### config.mk
export PLATFORM = sky130hd
export DESIGN_NAME = lfsr_crc_ctrl_flat
export DESIGN_NICKNAME = d
export VERILOG_FILES = /design/src/rtl/lfsr_pkg.sv /design/src/rtl/lfsr_crc_ctrl_if.sv /design/src/rtl/lfsr_galois_p.sv /design/src/rtl/lfsr_crc_ctrl.sv /design/src/flat_wrapper.sv
export SDC_FILE = /design/constraint.sdc
export NUM_CORES = 1
export LEC_CHECK = 0
export CORE_UTILIZATION = 38
export DETAILED_ROUTE_END_ITERATION = 12
export MAX_ROUTING_LAYER = met4
export PLACE_DENSITY = 0.66
export RECOVER_POWER = 50
export SYNTH_ARGS = -nofsm -noshare
export SYNTH_HDL_FRONTEND = slang
export SYNTH_HIERARCHICAL = 1
export SYNTH_SLANG_ARGS = --single-unit
### constraint.sdc
create_clock -name clk -period 3.3 [get_ports clk]
set_input_delay 0.66 -clock clk [delete_from_list [all_inputs] [get_ports clk]]
set_output_delay 0.66 -clock clk [all_outputs]
set_load 0.005 [all_outputs]
### src/rtl/lfsr_pkg.sv
// Shared definitions for the LFSR/CRC sequencing controller.
//   - state_e      : controller FSM states
//   - DEF_*        : default width, beat size, polynomial and output mask
//   - lfsr_step_bit: one serial Galois step (one data bit into the register)
package lfsr_pkg;

    localparam int              DEF_WIDTH  = 16;
    localparam int              DEF_N      = 16;
    localparam logic [15:0]     DEF_POLY   = 16'h6801;
    localparam logic [15:0]     DEF_XOROUT = 16'h0000;

    typedef enum logic [1:0] {
        IDLE = 2'd0,
        RUN  = 2'd1,
        DONE = 2'd2
    } state_e;

    // Data bit enters at the top of the register, the bit shifted out
    // decides whether the taps are folded back in.
    function automatic logic [DEF_WIDTH-1:0] lfsr_step_bit(
        input logic [DEF_WIDTH-1:0] s,
        input logic                 d,
        input logic [DEF_WIDTH-1:0] poly
    );
        logic fb;
        fb = s[DEF_WIDTH-1] ^ d;
        return {s[DEF_WIDTH-2:0], 1'b0} ^ (fb ? poly : '0);
    endfunction

endpackage

### src/rtl/lfsr_crc_ctrl_if.sv
// Handshake bundle between a packet source / CRC consumer and the controller.
//   start/seed/abort        : packet control from the source
//   s_valid/s_ready/s_data/s_last : data beat stream
//   crc_valid/crc_ready/crc_out   : signature hand-off
//   beat_cnt                : beats accepted in current/last packet
// master = source/consumer side, slave = controller side.
interface lfsr_crc_ctrl_if #(
    parameter int WIDTH = 16,
    parameter int N     = 16
);
    logic             start;
    logic [WIDTH-1:0] seed;
    logic             abort;
    logic             s_valid;
    logic             s_ready;
    logic [N-1:0]     s_data;
    logic             s_last;
    logic             crc_valid;
    logic             crc_ready;
    logic [WIDTH-1:0] crc_out;
    logic [15:0]      beat_cnt;

    modport master (
        output start, seed, abort, s_valid, s_data, s_last, crc_ready,
        input  s_ready, crc_valid, crc_out, beat_cnt
    );

    modport slave (
        input  start, seed, abort, s_valid, s_data, s_last, crc_ready,
        output s_ready, crc_valid, crc_out, beat_cnt
    );
endinterface

### src/rtl/lfsr_galois_p.sv
// Combinational N-bit parallel Galois LFSR step.
//   lfsr_in  : current register value
//   data     : N data bits, data[N-1] consumed first
//   lfsr_out : register value after N serial steps
module lfsr_galois_p #(
    parameter int               WIDTH = 16,
    parameter int               N     = 16,
    parameter logic [WIDTH-1:0] POLY  = 16'h6801
) (
    input  logic [WIDTH-1:0] lfsr_in,
    input  logic [N-1:0]     data,
    output logic [WIDTH-1:0] lfsr_out
);

    logic [WIDTH-1:0] acc;
    logic             fb;

    // Unrolled at elaboration into an XOR network; no state is held.
    always_comb begin
        acc = lfsr_in;
        fb  = 1'b0;
        for (int i = N - 1; i >= 0; i--) begin
            fb  = acc[WIDTH-1] ^ data[i];
            acc = {acc[WIDTH-2:0], 1'b0} ^ (fb ? POLY : '0);
        end
        lfsr_out = acc;
    end

endmodule

### src/rtl/lfsr_crc_ctrl.sv
// Packet sequencing controller around a parallel Galois LFSR step.
// Seeds the register on start, advances it once per accepted beat and holds
// the final signature until the consumer takes it.
//   clk   : clock, rising edge
//   rst_b : asynchronous active-low reset
//   bus   : lfsr_crc_ctrl_if slave modport (control, beat stream, signature)
//
// state | meaning
// IDLE  | waiting for start; no beats accepted, no signature offered
// RUN   | accepting beats, one per cycle, until s_last
// DONE  | signature offered on crc_out until crc_ready
module lfsr_crc_ctrl
    import lfsr_pkg::*;
#(
    parameter int               WIDTH  = DEF_WIDTH,
    parameter int               N      = DEF_N,
    parameter logic [WIDTH-1:0] POLY   = DEF_POLY,
    parameter logic [WIDTH-1:0] XOROUT = DEF_XOROUT
) (
    input logic            clk,
    input logic            rst_b,
    lfsr_crc_ctrl_if.slave bus
);

    localparam logic [1:0] ST_IDLE = IDLE;
    localparam logic [1:0] ST_RUN  = RUN;
    localparam logic [1:0] ST_DONE = DONE;

    logic [1:0]       state_q, state_d;
    logic [WIDTH-1:0] lfsr_q, lfsr_d;
    logic [15:0]      cnt_q, cnt_d;
    logic [WIDTH-1:0] step_out;
    logic             accept;

    lfsr_galois_p #(
        .WIDTH (WIDTH),
        .N     (N),
        .POLY  (POLY)
    ) u_step (
        .lfsr_in  (lfsr_q),
        .data     (bus.s_data),
        .lfsr_out (step_out)
    );

    // abort masks s_ready so a beat offered alongside it is never taken.
    assign bus.s_ready   = (state_q == ST_RUN) && !bus.abort;
    assign bus.crc_valid = (state_q == ST_DONE);
    assign bus.crc_out   = lfsr_q ^ XOROUT;
    assign bus.beat_cnt  = cnt_q;
    assign accept        = bus.s_ready && bus.s_valid;

    always_comb begin
        state_d = state_q;
        lfsr_d  = lfsr_q;
        cnt_d   = cnt_q;
        case (state_q)
            ST_IDLE: begin
                if (!bus.abort && bus.start) begin
                    lfsr_d  = bus.seed;
                    cnt_d   = '0;
                    state_d = ST_RUN;
                end
            end
            ST_RUN: begin
                if (bus.abort) begin
                    state_d = ST_IDLE;
                end else if (accept) begin
                    lfsr_d = step_out;
                    cnt_d  = (cnt_q == 16'hFFFF) ? cnt_q : cnt_q + 16'd1;
                    if (bus.s_last) begin
                        state_d = ST_DONE;
                    end
                end
            end
            ST_DONE: begin
                if (bus.abort || bus.crc_ready) begin
                    state_d = ST_IDLE;
                end
            end
            default: state_d = ST_IDLE;
        endcase
    end

    always_ff @(posedge clk or negedge rst_b) begin
        if (!rst_b) begin
            state_q <= ST_IDLE;
            lfsr_q  <= '0;
            cnt_q   <= '0;
        end else begin
            state_q <= state_d;
            lfsr_q  <= lfsr_d;
            cnt_q   <= cnt_d;
        end
    end

endmodule
### src/flat_wrapper.sv
// flat-port wrapper written by rule: the top's interface ports become plain ports
module lfsr_crc_ctrl_flat import lfsr_pkg::*;
#(
    parameter int               WIDTH  = DEF_WIDTH,
    parameter int               N      = DEF_N,
    parameter logic [WIDTH-1:0] POLY   = DEF_POLY,
    parameter logic [WIDTH-1:0] XOROUT = DEF_XOROUT
)
  (clk, rst_b, bus_start, bus_seed, bus_abort, bus_s_valid, bus_s_data, bus_s_last, bus_crc_ready, bus_s_ready, bus_crc_valid, bus_crc_out, bus_beat_cnt);
  lfsr_crc_ctrl_if #(.WIDTH(WIDTH), .N(N)) bus_i ();
  input logic clk;
  input logic rst_b;
  input wire logic [$bits(bus_i.start)-1:0] bus_start;
  input wire logic [$bits(bus_i.seed)-1:0] bus_seed;
  input wire logic [$bits(bus_i.abort)-1:0] bus_abort;
  input wire logic [$bits(bus_i.s_valid)-1:0] bus_s_valid;
  input wire logic [$bits(bus_i.s_data)-1:0] bus_s_data;
  input wire logic [$bits(bus_i.s_last)-1:0] bus_s_last;
  input wire logic [$bits(bus_i.crc_ready)-1:0] bus_crc_ready;
  output wire logic [$bits(bus_i.s_ready)-1:0] bus_s_ready;
  output wire logic [$bits(bus_i.crc_valid)-1:0] bus_crc_valid;
  output wire logic [$bits(bus_i.crc_out)-1:0] bus_crc_out;
  output wire logic [$bits(bus_i.beat_cnt)-1:0] bus_beat_cnt;
  assign bus_i.start = bus_start;
  assign bus_i.seed = bus_seed;
  assign bus_i.abort = bus_abort;
  assign bus_i.s_valid = bus_s_valid;
  assign bus_i.s_data = bus_s_data;
  assign bus_i.s_last = bus_s_last;
  assign bus_i.crc_ready = bus_crc_ready;
  assign bus_s_ready = bus_i.s_ready;
  assign bus_crc_valid = bus_i.crc_valid;
  assign bus_crc_out = bus_i.crc_out;
  assign bus_beat_cnt = bus_i.beat_cnt;
  lfsr_crc_ctrl #(.WIDTH(WIDTH), .N(N), .POLY(POLY), .XOROUT(XOROUT)) u_core (.clk(clk), .rst_b(rst_b), .bus(bus_i));
endmodule
---- Word level (Yosys, flattened, before mapping) ----
Cells that the tools add are included.
word-level totals
  bits in registers ....................... 34
  bits in latches ......................... 0
  memory bits (writable) .................. 0
  memory bits (read-only) ................. 0
  input bits .............................. 39
  word-level logic and storage cells ...... 87
  memories ................................ 0
operators by class
  $add $sub $neg .......................... 1
  multiply operators ...................... 0
  divide/modulo/power cells ............... 0
  magnitude comparators ................... 0
  equality and inequality tests ........... 10
  shift operators ......................... 0
  muxes and demuxes ....................... 31
  bitwise gates (word level) .............. 32
  reductions and logical operators ........ 10
operators by type and width
  operator                                                               number
  16-bit by 15-bit bitwise XOR with 16-bit output                        16
  15-bit 2-to-1 mux                                                      16
  16-bit 2-to-1 mux                                                      7
  16-bit one-hot mux with 2 select lines                                 2
  16-bit by 1-bit adder with 16-bit output, second input constant        1
  16-bit equality test, second input constant                            1
  1-bit bitwise XOR                                                      16
  2-bit 2-to-1 mux                                                       5
  4-bit AND reduction                                                    2
  2-bit by 1-bit != test with 1-bit output, second input constant        3
  2-bit one-hot mux with 3 select lines                                  1
  5-bit AND reduction                                                    1
  2-bit != test, second input constant                                   2
  1-bit logical AND                                                      3
  3-bit by 2-bit != test with 1-bit output, second input constant        1
  3-bit != test, second input constant                                   1
  2-bit by 1-bit equality test with 1-bit output, second input constant  1
  2-bit equality test, second input constant                             1
  2-bit logical NOT                                                      1
  2-bit nonzero test                                                     1
  1-bit logical NOT                                                      1
  1-bit logical OR                                                       1

---- Depth between registers and ports, before layout ----
Gate-level depths: netlist (run 1).
  depth in word-level cells ............... 51
  gate-level depth with buffers ........... 8
  depth with buffers taken out ............ 7

---- By module ----
The synthesis (run 1) kept the hierarchy.
modules (own cells, without submodules)
  module         times used  cells an instance  area each (um^2)
  lfsr_crc_ctrl  1           192                1735.4
  lfsr_galois_p  1           61                 680.7

---- Worst setup path after synthesis (run 1) ----
OpenSTA, ideal clock, no wires.
  path type ............................... input port to flip-flop
  start point ............................. input bus_s_data[12]
  end point ............................... register u_core.lfsr_q[14], in the netlist u_core/bus.crc_out[14]
  setup time .............................. 0.141 ns
  data arrival time ....................... 2.429 ns
  slack ................................... 0.730 ns
  stages .................................. 7
  path through ............................ xor2_2 -> xnor2_1 -> xnor3_1 -> xor3_2 -> xnor3_1 -> nand2_1 -> a31oi_1
between the ends
  word-level cells in the longest chain between the ends .. 30
  elaborated cells on any way between the ends .. 40
  classes of those cells .................. 15 x mux; 25 x bitwise
RTL lines
  what                                                              RTL line             RTL
  from (decl)                                                       flat_wrapper.sv:17   input wire logic [$bits(bus_i.s_data)-1:0] bus_s_data;
  1-bit bitwise XOR (*)                                             lfsr_galois_p.sv:23  fb = acc[WIDTH-1] ^ data[i];
  15-bit 2-to-1 mux (*)                                             lfsr_galois_p.sv:24  acc = {acc[WIDTH-2:0], 1'b0} ^ (fb ? POLY : '0);
  16-bit by 15-bit bitwise XOR with 16-bit output (*) (2 in a row)  lfsr_galois_p.sv:24
  1-bit bitwise XOR                                                 lfsr_galois_p.sv:23
  15-bit 2-to-1 mux                                                 lfsr_galois_p.sv:24
  16-bit by 15-bit bitwise XOR with 16-bit output (*) (2 in a row)  lfsr_galois_p.sv:24
  1-bit bitwise XOR                                                 lfsr_galois_p.sv:23
  15-bit 2-to-1 mux                                                 lfsr_galois_p.sv:24
  (+12 left out)                                                    n/a
  16-bit by 15-bit bitwise XOR with 16-bit output (*) (2 in a row)  lfsr_galois_p.sv:24
  1-bit bitwise XOR                                                 lfsr_galois_p.sv:23
  15-bit 2-to-1 mux                                                 lfsr_galois_p.sv:24
  16-bit by 15-bit bitwise XOR with 16-bit output (*)               lfsr_galois_p.sv:24
  via u_core.step_out[14]                                           lfsr_crc_ctrl.sv:32  logic [WIDTH-1:0] step_out;
  16-bit 2-to-1 mux (*)                                             lfsr_crc_ctrl.sv:67  end else if (accept) begin
  16-bit 2-to-1 mux (*)                                             lfsr_crc_ctrl.sv:65  if (bus.abort) begin
  16-bit one-hot mux with 2 select lines (*)                        lfsr_crc_ctrl.sv:56  case (state_q)
  to (signal assigned)                                              lfsr_crc_ctrl.sv:91  lfsr_q <= lfsr_d;
  to (decl)                                                         lfsr_crc_ctrl.sv:30  logic [WIDTH-1:0] lfsr_q, lfsr_d;
Mark *: on every way through the listed nets, which the timed path passes. The rest lies on a longest branch. The select of a mux whose other input is x is not followed.
A chain may end at the register's enable or synchronous reset.

---- Worst setup path in the final report (run 1) ----
Same ends and word-level chain as after synthesis.

==> results of run 1 <==
metal layers:
layer | global-route usage [%] | vias to the layer above | wire length [microns]
li1 | - | 1010 | -
met1 | 23.73 | 951 | 2667
met2 | 32.89 | 71 | 2867
met3 | 3.667 | 4 | 354
met4 | 5.263 | 0 | 48
met5 | - | - | 0
critical path: stages:
cell and delay, ns:
clkdlybuf4s50_1 0.45, xor2_2 0.19, xnor2_1 0.44, xnor3_1 0.49
xor3_2 0.30, xnor3_1 0.40, nand2_1 0.05, a31oi_1 0.16
placed cells by master (no fill, tap or decap), drive strengths merged, types with 2 or more instances in the layout:
master / count
nand3: 3
nor2: 29
clkbuf: 9
o211ai: 4
dfrtp: 34
nand2: 38
nand4: 3
a21oi: 5
or3: 5
or2: 2
xnor3: 6
xnor2: 40
dlygate4sd3: 17
xor3: 2
buf: 9
and3: 6
xor2: 20
o21ai: 10
clkdlybuf4s50: 55
a31oi: 17
nor4b: 2
path summary, 6_finish.rpt:
check | end | cells after the start | slack, ns | start
setup / recovery | u_core/bus.crc_out[14]$_DFFE_PN0P_ | 8 | 0.36 | bus_s_data[12]
hold / removal | u_core/bus.beat_cnt[6]$_DFFE_PN0P_ | 1 | 0.52 | u_core/bus.beat_cnt[6]$_DFFE_PN0P_
setup reg to reg | u_core/bus.crc_out[14]$_DFFE_PN0P_ | 7 | 0.74 | u_core/bus.crc_out[12]$_DFFE_PN0P_
hold reg to reg | u_core/bus.beat_cnt[6]$_DFFE_PN0P_ | 1 | 0.52 | u_core/bus.beat_cnt[6]$_DFFE_PN0P_
max in group asynchronous | u_core/state_q[1]$_DFFE_PN0P_ | 2 | 0.76 | rst_b
min in group asynchronous | u_core/bus.crc_out[8]$_DFFE_PN0P_ | 2 | 1.44 | rst_b
final cells by class:
class                      count  area [sq um]
inverter                       1         3.754
sequential                    34         850.8
tap                           75         93.84
multi-input combinational    206          1514
clock buffer                   7         76.32
fill                         570          2691
timing repair buffer          83         795.8
power by group through the flow:
| stage | combinational (mW) | clock, mW | sequential, mW |
|---|---|---|---|
| 2_1_floorplan | 3.16 | 0 | 0.629 |
| 3_5_place_dp | 3.72 | 0 | 0.636 |
| 5_1_grt | 4.01 | 0.323 | 0.639 |
| 3_3_place_gp | 3.70 | 0 | 0.629 |
| 6_report | 3.68 | 0.293 | 0.620 |
| 4_1_cts | 3.75 | 0.304 | 0.627 |
kinds of logic (layout without fill, tap and decap cells):
group | Yosys count | count (layout)
simple gates | 97 | 97
flops | 34 | 34
fa+ha+maj | 1 | 1
buf+inv | 13 | 91
xor+xnor | 68 | 68
compound gates | 39 | 39
mux | 1 | 1
registers in the layout (all words and copies together), names as in the netlist:
register	count
u_core/bus.beat_cnt	16
u_core/bus.crc_out	16
u_core/state_q	2
stage by stage:
stage / utilization (%) / worst slack (ns) / std cells / hold slack (ns)
finish: 55.34 / 0.3604 / 406 / 0.5242
floorplan: - / 0.7299 / 253 / 0.3644
CTS: 55.46 / 0.3571 / 406 / 0.5370
global placement: 54.19 / 0.1438 / 399 / 0.5162
global route: 55.34 / 0.2254 / 406 / 0.5604
detailed placement: 54.19 / 0.07136 / 399 / 0.5227
==> metrics.yaml, run 1 <==
post_synth.cell_area_avg_sq_um: 9.550
combinationalPowerShare_pct: 80.1
hpwl_microns: 4371
yosys_most_used_dff: "dfrtp_1"
coreArea_sq_um: 6026
vias: 2036
antenna_found_initial: 0
die_h_microns: 81.74
tightest_slew_ns: 1.911
tritoncts: "done"
synth-edff-count: 0
irDropWorstVdd_v: 0.0009753
grt_pass1_vias: 1951
synth.largest_area_cell: "dfrtp_1"
drv_cap: 1
die_x_microns: 81.74
io_pins: 73
synth_top_family_by_area: "XOR/XNOR gates"
rsz0062_at_grt: "false"
cts_setup_buffers: 0
fin_nets: 371
rows: 28
drtAntennaViolNets: 0
cts.clk_slew.worst_paths_ns: 0.07
drc: 0
synth_commonest_cells: "nand2_1 (38), xnor2_1 (38), dfrtp_1 (34)"
skew_ns: 0.008289
synth_fa_ha_area_share_pct: 0.5179
port_buffers: 72
cts_hold_buf: 0
grt_overflow: 0
syn_area_sq_um: 2416
status: "finished with violations"
place_area_sq_um: 3266
p_sw_share_pct: 38.93
grt_pass1_wl_microns: 9328
cp-start-kind: "input pin"
synth_top_area_share_pct: 35.21
cts.sinks: 34
n_antenna_cell: 0
cp_max_fo: 5
clkPwrFrac_pct: 6.4
design_area_sq_um: 3334
grt_max_degree: 35
ys_seq_area_share_pct: 35.21
synth_seq_cells: 34
synth_compound_area_share_pct: 10.15
syn_inst: 253
numCtsBuffers: 5
post-route-min-period_ns: 2.940
post_drt_wl_per_cell_microns: 14.62
cellPowerDensity_nw_per_um2: 1376
worst_hold_path_type: "flip-flop to flip-flop"
power_mw: 4.588
hold_viol_final: 0
setup_viol: 0
p_seq_share_pct: 13.5
synth_fp_nets: 293
tns_ns: 0
ctsHtreeMaxLevel: 2
syn2layout_area_growth_pct: 38.01
p_sw_mw: 1.786
worstPathArrival_ns: 3.15
synthXorXnorAreaFrac_pct: 30.76
synth_warnings: 6
maxSlewViolCount: 35
ys_top_cells_by_area: "dfrtp_1 (35%), xnor2_1 (14%), xor2_1 (6.5%), nand2_1 (5.9%), xnor3_1 (4.7%)"
cts_resized: 0
power.internal_mw: 2.802
clockBufferDepth: 2
required_ns: 3.51
globalRouteTotalUtil_pct: 19.47
gp_congestion: 0.8516
first_pass_iters: 4
cts_root_buf: "clkbuf_8"
critPathCaptureType: "flip-flop"
synth_mux_area_share_pct: 0.4143
path_class: "input pin to flip-flop"
wl_microns: 5937
drive_above_1_share_pct: 9.366
p_leak_nw: 1.376
dieArea_sq_um: 6681
drtIter0Drc: 54
start_util_pct: 40.10
timing.fmax_mhz: 340.2
slew_headroom_pct: -27.38
final.period_utilization_pct: 89.08
vias_per_cell: 5.015
violations: "max-capacitance violations, max-slew violations"
synth_cell_types: 46
post_synth_and_or_nand_nor_area_fraction_pct: 20.56
synthArstFlopShare_pct: 100.0
clock_latency_ns: 0.28
Note: power is estimated with default switching activity, not from simulation.
==> inputs of run 2 (changes only) <==
- ABC_AREA: unset -> 1
- MAX_ROUTING_LAYER: met4 -> unset
- PLACE_DENSITY: 0.66 -> 0.63
==> run 2 against run 1 <==
  * The flow now finishes without violations
  * Via count grew 54%
  * Die area grew 27%
  * Register-to-register slack lost 0.12 ns
  * Area after synthesis grew 28%
  * Fmax shrank 1.8%
  * Clock skew shrank 0.0030 ns
  * Sequential cell count is the same
  * Count of clock-buffer cells in the layout shrank 1
  * Hold slack gained 0.027 ns
  * Power grew 11%
  * First-iteration DRC count grew 78%
  * Combinational power grew 11%
  * Critical path type unchanged
  * Largest cell class unchanged
  * Highest routed layer unchanged
==> metrics.yaml, run 2 <==
status: "finished clean"
max_stage_delay_ns: 0.45  # -0.04 ns
hpwl_microns: 6149  # +41%
crit_chain: "clkdlybuf4s50_1, xnor2_1, nand2_1, nand3b_2, nand2_2, nand3b_2, nand2_4, nand2_2, nand2_4, nand2_2, nand2_2, nand2_2, nand2_4, nand2_2, nand2_2, nand2_2, nand2_4, nand2_1, nand2_1, nand2_1, a31oi_1"
cts_root_buf: "clkbuf_8"
drtIter0Drc: 96  # +78%
vias: 3140  # +54%
rsz0062_at_grt: "false"
final_common_cell: "nand2_1"
ys_seq_area_share_pct: 27.50  # -7.7 points
syn2layout_area_growth_pct: 33.32
synth_fp_nets: 498  # +70%
port_buffers: 72  # unchanged
p_sw_share_pct: 53.90  # +15 points
grt_max_degree: 35  # unchanged
drc: 0  # unchanged
synth_seq_cells: 34  # unchanged
cellPowerDensity_nw_per_um2: 1236  # -10%
wl_microns: 8241  # +39%
rows: 32  # +14%
clockBufferDepth: 2  # unchanged
final.period_utilization_pct: 90.68  # +1.6 points
ctsHtreeMaxLevel: 2  # unchanged
drv_cap: 0  # -1
synth_warnings: 6  # unchanged
tritoncts: "done"
die_x_microns: 92.24  # +13%
synthArstFlopShare_pct: 100.0  # unchanged
tightest_slew_ns: 1.402  # -0.5085 ns
path_class: "input pin to flip-flop"
n_antenna_cell: 0  # unchanged
globalRouteTotalUtil_pct: 20.00  # +0.53 points
timing.fmax_mhz: 334.2  # -1.8%
skew_ns: 0.005326  # -0.002963 ns
dieArea_sq_um: 8507  # +27%
worstPathArrival_ns: 3.21  # +0.06 ns
highest_layer: "met4"
tns_ns: 0  # unchanged
ys_top_cells_by_area: "dfrtp_1 (27%), nand2_1 (19%), nand2_2 (6.5%), nand3_1 (5.3%), nand2_4 (5.1%)"
setup_viol: 0  # unchanged
post_synth.cell_area_avg_sq_um: 6.756  # -29%
reg2reg_depth: 27  # +20
hold_ws_ns: 0.5516  # +0.02730 ns
antenna_found_initial: 0  # unchanged
cts.sinks: 34  # unchanged
synth_commonest_cells: "nand2_1 (160), inv_1 (41), nor2_1 (38)"
clock_latency_ns: 0.29  # about the same
synth.largest_area_cell: "dfrtp_1"
vias_per_cell: 4.883  # -2.6%
clkPwrFrac_pct: 7.8  # +1.4 points
gp_congestion: 0.8225  # -3.4%
cts.clk_slew.worst_paths_ns: 0.08  # about the same
critPathCaptureType: "flip-flop"
grt_pass1_vias: 2990  # +53%
syn_area_sq_um: 3094  # +28%
syn_inst: 458  # +81%
post_drt_wl_per_cell_microns: 12.82  # -12%
fin_nets: 580  # +56%
die_h_microns: 92.24  # +13%
fin_util_pct: 52.84  # -2.5 points
routed-wl-met3_microns: 386  # +9.0%
min_path_cells: 2  # +1
synth_most_common_cell: "nand2_1"
required_ns: 3.52  # about the same
grt_pass1_wl_microns: 13810  # +48%
worst-path-buf-inv: 1  # unchanged
p_leak_nw: 2.015  # +46%
drive_above_1_share_pct: 20.33  # +11 points
irDropWorstVdd_v: 0.0006221  # -36%
post-route-min-period_ns: 2.992  # +0.05273 ns
yosys_most_used_dff: "dfrtp_1"
slew_headroom_pct: 6.517  # +34 points
power.internal_mw: 2.350  # -16%
drtAntennaViolNets: 0  # unchanged
synth_cell_types: 32  # -30%
routed-wl-met2_microns: 4106  # +43%
p_seq_share_pct: 12.4  # -1.1 points
combinationalPowerShare_pct: 79.8  # -0.3 points
cp-start-kind: "input pin"
first_pass_iters: 4  # unchanged
slowest_stage: "clkdlybuf4s50_1"
grt_overflow: 0  # unchanged
coreArea_sq_um: 7807  # +30%
cp_max_fo: 4  # -1
wirelength_met1_microns: 3677  # +38%
crit_path_frequent_cell: "nand2_2"
final_cell_mix: "nand2_1 (153), clkdlybuf4s50_1 (53), inv_1 (40)"
io_pins: 73  # unchanged
start_util_pct: 39.63  # -0.46 points
synth_top_area_share_pct: 27.50  # -7.7 points
hold_viol_final: 0  # unchanged
numCtsBuffers: 5  # unchanged
critical_path_depth: 21  # +13
maxSlewViolCount: 0  # -100%
p_sw_mw: 2.747  # +54%
synth-edff-count: 0  # unchanged
worst_hold_path_type: "flip-flop to flip-flop"
cp_top_family: "simple AND/OR/NAND/NOR gates"
==> run 2: final timing paths <==
| check | start | endpoint | slack, ns |
|---|---|---|---|
| max | bus_s_data[10] | u_core/bus.crc_out[11]$_DFFE_PN0P_ | 0.31 |
| min | u_core/bus.beat_cnt[14]$_DFFE_PN0P_ | u_core/bus.beat_cnt[14]$_DFFE_PN0P_ | 0.55 |
| max reg2reg | u_core/bus.crc_out[14]$_DFFE_PN0P_ | u_core/bus.crc_out[11]$_DFFE_PN0P_ | 0.62 |
| min reg2reg | u_core/bus.beat_cnt[14]$_DFFE_PN0P_ | u_core/bus.beat_cnt[14]$_DFFE_PN0P_ | 0.55 |
| max in group asynchronous | rst_b | u_core/bus.beat_cnt[8]$_DFFE_PN0P_ | 0.83 |
| min in group asynchronous | rst_b | u_core/bus.crc_out[4]$_DFFE_PN0P_ | 0.79 |
==> run 2: per-stage QoR <==
step           cells  cell area, sq um  setup slack (ns)  power, mW
4_1_cts          640              4076            0.2048      4.916
2_1_floorplan    458              3094            0.6805      3.611
6_report         643              4125            0.3077      5.097
3_3_place_gp     632              3966          -0.05119      4.428
5_1_grt          643              4125          0.001384      5.563
3_5_place_dp     632              3966          -0.09150      4.502
==> run 2: logic make-up (layout without fill, tap and decap cells) <==
logic type / count (synthesis) / in the layout / share of synthesized area [%]
buffers and inverters: 61 / 144 / 8.249
adder cells (fa/ha/maj): 1 / 1 / 0.4043
flip-flops: 34 / 34 / 27.50
AO/OA/AOI/OAI: 32 / 32 / 7.158
XOR/XNOR: 23 / 23 / 7.360
AND/OR/NAND/NOR: 307 / 307 / 49.33
==> run 2: cell type report <==
cell class	count	area [sq um]
repair buffers	85	824.5
fillers	794	3682
clock buffers	6	72.57
multi-input cells	363	2021
flip-flops and latches	34	850.8
clock inverters	2	37.54
inverters	51	191.4
well taps	102	127.6
==> run 2: worst register-to-register path, delay by kind of cell (launching register included) <==
kind / cells / cell delay [ns]
AOI/OAI and AO/OA: 1 / 0.18
and+or+nand+nor: 23 / 1.79
DFF: 1 / 0.43
buffers and inverters: 3 / 0.21
==> run 2: power by group through the flow <==
| stage | Clock, mW | Combinational [mW] | Sequential [mW] |
|---|---|---|---|
| after detailed placement | 0 | 3.86 | 0.644 |
| after global routing | 0.421 | 4.49 | 0.650 |
| after floorplan | 0 | 2.98 | 0.627 |
| after CTS | 0.407 | 3.87 | 0.636 |
| after global placement | 0 | 3.79 | 0.639 |
| final | 0.398 | 4.07 | 0.630 |
==> run 2: layer usage <==
layer  global-route usage, %  vias up
li1                        -     1602
met1                   25.05     1453
met2                   36.01       77
met3                   2.902        8
met4                   4.557        0
met5                       0        -
==> run 2: what timing repair did <==
item / 4_1_cts / 5_1_grt
hold buffers: 0 / 0
endpoints found under the setup margin: 0 / 4
gates resized for setup: 0 / 16
buffers inserted: 0 / 3
==> inputs of run 3 (changes only) <==
- CORE_UTILIZATION: 38 -> 30
- PLACE_DENSITY: 0.63 -> 0.52
==> run 3 against run 2 <==
  * Utilization shrank 11 points
  * Cell area shrank 0.15%
  * The run now ends with max-capacitance violations, max-slew violations left
  * First-iteration DRC count grew 13%
  * Sequential power is essentially flat
  * Die area grew 26%
  * Clock skew grew 0.0037 ns
  * Cell count grew 4.8%
  * Combinational power shrank 2%
  * Non-clock buffer count is the same
==> metrics.yaml, run 3 (synthesis gave the netlist of run 2 again) <==
power_mw: 4.950  # -2.9%
routed-wl-met3_microns: 356  # -7.8%
p_seq_share_pct: 12.7  # +0.3 points
combinationalPowerShare_pct: 80.4  # +0.6 points
status: "finished with violations"
crit_chain: "clkdlybuf4s50_1, xor2_1, nand3_2, nand2_1, nand2_2, nand2_4, nand2_4, nand2_4, nand2_1, nand2_1, nand2_1, nand2_1, nand3_1, nand2_2, nand2_2, nand2_2, nand2_2, nand2_4, nand2_1, nand2_1, nand2_1, a31oi_1"
highest_layer: "met4"
final.period_utilization_pct: 91.09  # +0.41 points
crit_path_frequent_cell: "nand2_1"
maxSlewViolCount: 35  # +35
start_util_pct: 31.37  # -8.3 points
p_sw_share_pct: 53.38  # -0.52 points
ctsHtreeMaxLevel: 2  # unchanged
hold_ws_ns: 0.5574  # +0.005869 ns
seq_area_sq_um: 850.8  # unchanged
setup_viol: 0  # unchanged
cellPowerDensity_nw_per_um2: 1202  # -2.7%
fin_nets: 580  # unchanged
worst_hold_path_type: "flip-flop to flip-flop"
dpl_worst_slack_ns: -0.1156  # -0.02414 ns
numCtsBuffers: 5  # unchanged
timing.fmax_mhz: 332.7  # -0.45%
drv_cap: 1  # +1
cp_top_family: "simple AND/OR/NAND/NOR gates"
slew_headroom_pct: -37.09  # -44 points
dieArea_sq_um: 10720  # +26%
worstPathArrival_ns: 3.21  # about the same
dp.cells: 666  # +5.4%
skew_ns: 0.009046  # +0.003721 ns
nFillCells: 1029  # +30%
grt_max_degree: 35  # unchanged
post-route-min-period_ns: 3.006  # +0.01360 ns
final_cell_mix: "nand2_1 (159), clkdlybuf4s50_1 (51), inv_1 (40)"
io_pins: 73  # unchanged
clockBufferDepth: 2  # unchanged
gp_congestion: 0.8467  # +2.9%
critPathCaptureType: "flip-flop"
vias_per_cell: 4.549  # -6.8%
wirelength_met1_microns: 3754  # +2.1%
required_ns: 3.51  # about the same
grt_overflow: 0  # unchanged
worst-path-buf-inv: 1  # unchanged
port_buffers: 72  # unchanged
power.internal_mw: 2.308  # -1.8%
cts.clk_slew.worst_paths_ns: 0.08  # about the same
clock_latency_ns: 0.29  # about the same
die_h_microns: 103.6  # +12%
layoutNonFillerInstCount: 674  # +4.8%
tightest_slew_ns: 2.056  # +0.6540 ns
path_class: "input pin to flip-flop"
rows: 36  # +13%
die_x_microns: 103.6  # +12%
slowest_stage: "clkdlybuf4s50_1"
irDropWorstVdd_v: 0.0005434  # -13%
antenna_found_initial: 0  # unchanged
first_pass_iters: 4  # unchanged
p_sw_mw: 2.642  # -3.8%
n_antenna_cell: 0  # unchanged
hpwl_microns: 6284  # +2.2%
rsz0062_at_grt: "false"
max_stage_delay_ns: 0.51  # +0.06 ns
globalRouteTotalUtil_pct: 16.38  # -3.6 points
drtIter0Drc: 108  # +13%
multi_input_area_sq_um: 1988  # -1.6%
cp-start-kind: "input pin"
grt_pass1_vias: 3079  # +3.0%
fin_util_pct: 41.76  # -11 points
coreArea_sq_um: 9864  # +26%
violations: "max-capacitance violations, max-slew violations"
grt_pass1_wl_microns: 14380  # +4.1%
drtAntennaViolNets: 0  # unchanged
tritoncts: "done"
drive_above_1_share_pct: 19.22  # -1.1 points
drc: 0  # unchanged
wl_microns: 8351  # +1.3%
p_leak_nw: 2.022  # +0.34%
clkPwrFrac_pct: 6.8  # -1.0 points
routed-wl-met2_microns: 4183  # +1.9%
finalWorstSetupSlack_ns: 0.2941  # -0.01360 ns
cp_max_fo: 5  # +1
cts.sinks: 34  # unchanged
final_common_cell: "nand2_1"
cts_root_buf: "clkbuf_8"
hold_viol_final: 0  # unchanged
vias: 3066  # -2.4%
syn2layout_area_growth_pct: 33.12
post_drt_wl_per_cell_microns: 12.39  # -3.3%
==> run 3: power groups by stage <==
stage | Clock [mW] | Sequential (mW) | Combinational [mW]
2_1_floorplan | 0 | 0.627 | 2.98
3_3_place_gp | 0 | 0.646 | 3.99
3_5_place_dp | 0 | 0.645 | 4.00
4_1_cts | 0.354 | 0.638 | 4.02
5_1_grt | 0.370 | 0.654 | 4.43
6_report | 0.337 | 0.631 | 3.98
==> run 3: per-layer routing <==
metal,vias up,GRT usage (%)
li1,1599,-
met1,1399,19.84
met2,61,30.20
met3,7,3.021
met4,0,2.899
met5,-,0
==> run 3: path summary, 6_finish.rpt <==
check / depth (start not counted) / slack (ns) / to / start
max: 22 / 0.29 / u_core/bus.crc_out[13]$_DFFE_PN0P_ / bus_s_data[10]
min: 2 / 0.56 / u_core/bus.beat_cnt[14]$_DFFE_PN0P_ / u_core/bus.beat_cnt[14]$_DFFE_PN0P_
max reg2reg: 26 / 0.65 / u_core/bus.crc_out[13]$_DFFE_PN0P_ / u_core/bus.crc_out[13]$_DFFE_PN0P_
min reg2reg: 2 / 0.56 / u_core/bus.beat_cnt[14]$_DFFE_PN0P_ / u_core/bus.beat_cnt[14]$_DFFE_PN0P_
max in group asynchronous: 2 / 0.62 / u_core/bus.crc_out[8]$_DFFE_PN0P_ / rst_b
min in group asynchronous: 2 / 1.49 / u_core/bus.beat_cnt[1]$_DFFE_PN0P_ / rst_b
==> run 3: stage by stage <==
stage / setup TNS [ns] / instance area, sq um
2_1_floorplan: 0 / 3094
3_3_place_gp: -0.2678 / 4015
3_5_place_dp: -0.5021 / 4015
4_1_cts: 0 / 4110
5_1_grt: 0 / 4119
6_report: 0 / 4119
==> run 3: final cells by class <==
class	count	area share, %
inverter	51	4.648
multi-input combinational	363	48.27
timing repair buffer	85	20.08
clock buffer	6	2.005
sequential	34	20.66
tap	133	4.040
clock inverter	2	0.3038
==> run 3: timing repair <==
| item | CTS | global route |
|---|---|---|
| hold endpoints to repair | 0 | 0 |
| setup endpoints to repair | 0 | 4 |
| setup buffers | 0 | 0 |
| resized for setup | 0 | 9 |
| hold buffers | 0 | 0 |
==> run 3: worst min-delay path: cells and delay by family (launching register included) <==
| family | cells | cell delay, ns |
|---|---|---|
| DFF | 1 | 0.40 |
| and+or+nand+nor | 2 | 0.13 |
==> edit, RTL diff (flow settings as in run 1) <==
The package constant `DEF_N` goes from 16 to 18.
--- a/src/rtl/lfsr_pkg.sv
+++ b/src/rtl/lfsr_pkg.sv
@@ -5,7 +5,7 @@
 package lfsr_pkg;
 
     localparam int              DEF_WIDTH  = 16;
-    localparam int              DEF_N      = 16;
+    localparam int              DEF_N      = 18;
     localparam logic [15:0]     DEF_POLY   = 16'h6801;
     localparam logic [15:0]     DEF_XOROUT = 16'h0000;
 
Ports: changed (resized bus_s_data); port bits go from 73 to 75. No check against the original RTL was run, so the function may have changed too.
==> edit against run 1 <==
Sequential cell count unchanged; critical path depth unchanged; area after synthesis increased by 7.0%; hold slack improved by 9.8 ps; setup slack got worse by 17 ps; final area increased by 7.2%; the run ends with DRC, capacitance limit, slew limit left; total power increased by 30%; critical path type unchanged; routed wire length increased by 8.2%.
==> edit: results (changes against run 1) <==
Critical-path cell with the highest stage delay: xor3_2
Fraction of layout instances using a drive strength above 1: 0.1156 (+0.02195)
Area post-placement: 0.003488 mm2 (+6.8%)
Mux share of post-synthesis cell area: 0.003870 (-0.0002726)
Worst IR Drop VDD: 1.176 mV (+21%)
Global routing usage on met2: 0.3259 (-0.002983)
Detailed-routing iteration count for the pre-antenna-repair pass: 8 (+4)
Met1 layer usage reported by global route: 0.2480 (+0.01070)
Internal power: 3.743 mW (+34%)
Worst R2R End: u_core/bus.crc_out[11]$_DFFE_PN0P_
Most frequent cells after synthesis: xnor2_1 (40), nand2_1 (38), dfrtp_1 (34)
Transition time at the pin with the least slew margin: 1935 ps (+24.21 ps)
Drt total wl: 6426 um (+8.2%)
Leakage power: 1.522 nW (+11%)
Cell Pwr Density: 1672 mW/mm2 (+21%)
Total count of max-transition violations in the final report: 35 (unchanged)
Layout Skew: 5.168 ps (-3.120 ps)
Result of the run: finished, violations left
Synthesized-area fraction occupied by ao, oa, aoi and oai cells: 0.09482 (-0.006678)
Register-to-register setup slack: 700 ps (-40 ps)
Post-Synth Adder-Cell Area: 0.004838 (-0.0003407)
Violated checks: DRC, capacitance limit, slew limit
Power in the clock group: 0.331 mW (+13%)
Total number of vias: 2106 (+3.4%)
Biggest area contributors in the synthesized netlist: dfrtp_1 (33%), xnor2_1 (14%), xor2_1 (6.1%), nand2_1 (5.5%), xnor3_1 (5.2%)
Average instance area after synthesis: 9.909 um2 (+3.8%)
Share of the synthesized netlist area taken by xor and xnor gates: 0.3532 (+0.04556)
Count of maximum capacitance violations: 1 (unchanged)
Total routing usage reported by global routing: 0.1976 (+0.002825)
First-pass GRT wire length: 10670 um (+14%)
DRC Markers: 11 (+11)
Fill cell instance count of the final layout: 611 (+7.2%)
Unique masters post-synth: 48 (+4.3%)
Final Net Count: 387 (+4.3%)
Final standard cell count with taps included and fillers excluded: 423 (+4.2%)
## edit: cell count changes in the layout (fill, tap and decap cells not counted)
cell	before	now
xor2_2	2	1
xnor2_1	38	40
xnor2_4	0	1
clkdlybuf4s50_1	55	57
xnor3_2	0	2
buf_4	9	14
clkinv_2	0	1
clkbuf_1	4	2
xor3_1	1	4
clkbuf_8	5	6
xnor3_1	5	6
## edit: layout make-up
| cell class | count | area share |
|---|---|---|
| Timing Repair Buffer | 89 | 0.2376 |
| Inverter | 1 | 0.001050 |
| Sequential cell | 34 | 0.2379 |
| Tap cell | 77 | 0.02694 |
| Multi-Input combinational cell | 214 | 0.4710 |
| Clock buffer | 7 | 0.02414 |
| Clock inverter | 1 | 0.001400 |
## edit: worst min path at each step
stage | cells past startpoint | startpoint | slack, ps | to
after floorplan | 0 | rst_b | 360 | u_core/bus.beat_cnt[0]$_DFFE_PN0P_
after global placement | 2 | u_core/bus.beat_cnt[1]$_DFFE_PN0P_ | 520 | u_core/bus.beat_cnt[1]$_DFFE_PN0P_
after detailed placement | 1 | u_core/bus.beat_cnt[6]$_DFFE_PN0P_ | 520 | u_core/bus.beat_cnt[6]$_DFFE_PN0P_
after CTS | 1 | u_core/bus.beat_cnt[6]$_DFFE_PN0P_ | 540 | u_core/bus.beat_cnt[6]$_DFFE_PN0P_
after global routing | 1 | u_core/bus.beat_cnt[6]$_DFFE_PN0P_ | 560 | u_core/bus.beat_cnt[6]$_DFFE_PN0P_
final | 1 | u_core/bus.beat_cnt[6]$_DFFE_PN0P_ | 530 | u_core/bus.beat_cnt[6]$_DFFE_PN0P_
## edit: per-layer routing
metal	wire [um]	part of all wire
met4	53	0.0082
met1	2868	0.45
met2	3205	0.50
met3	299	0.047
met5	0	0
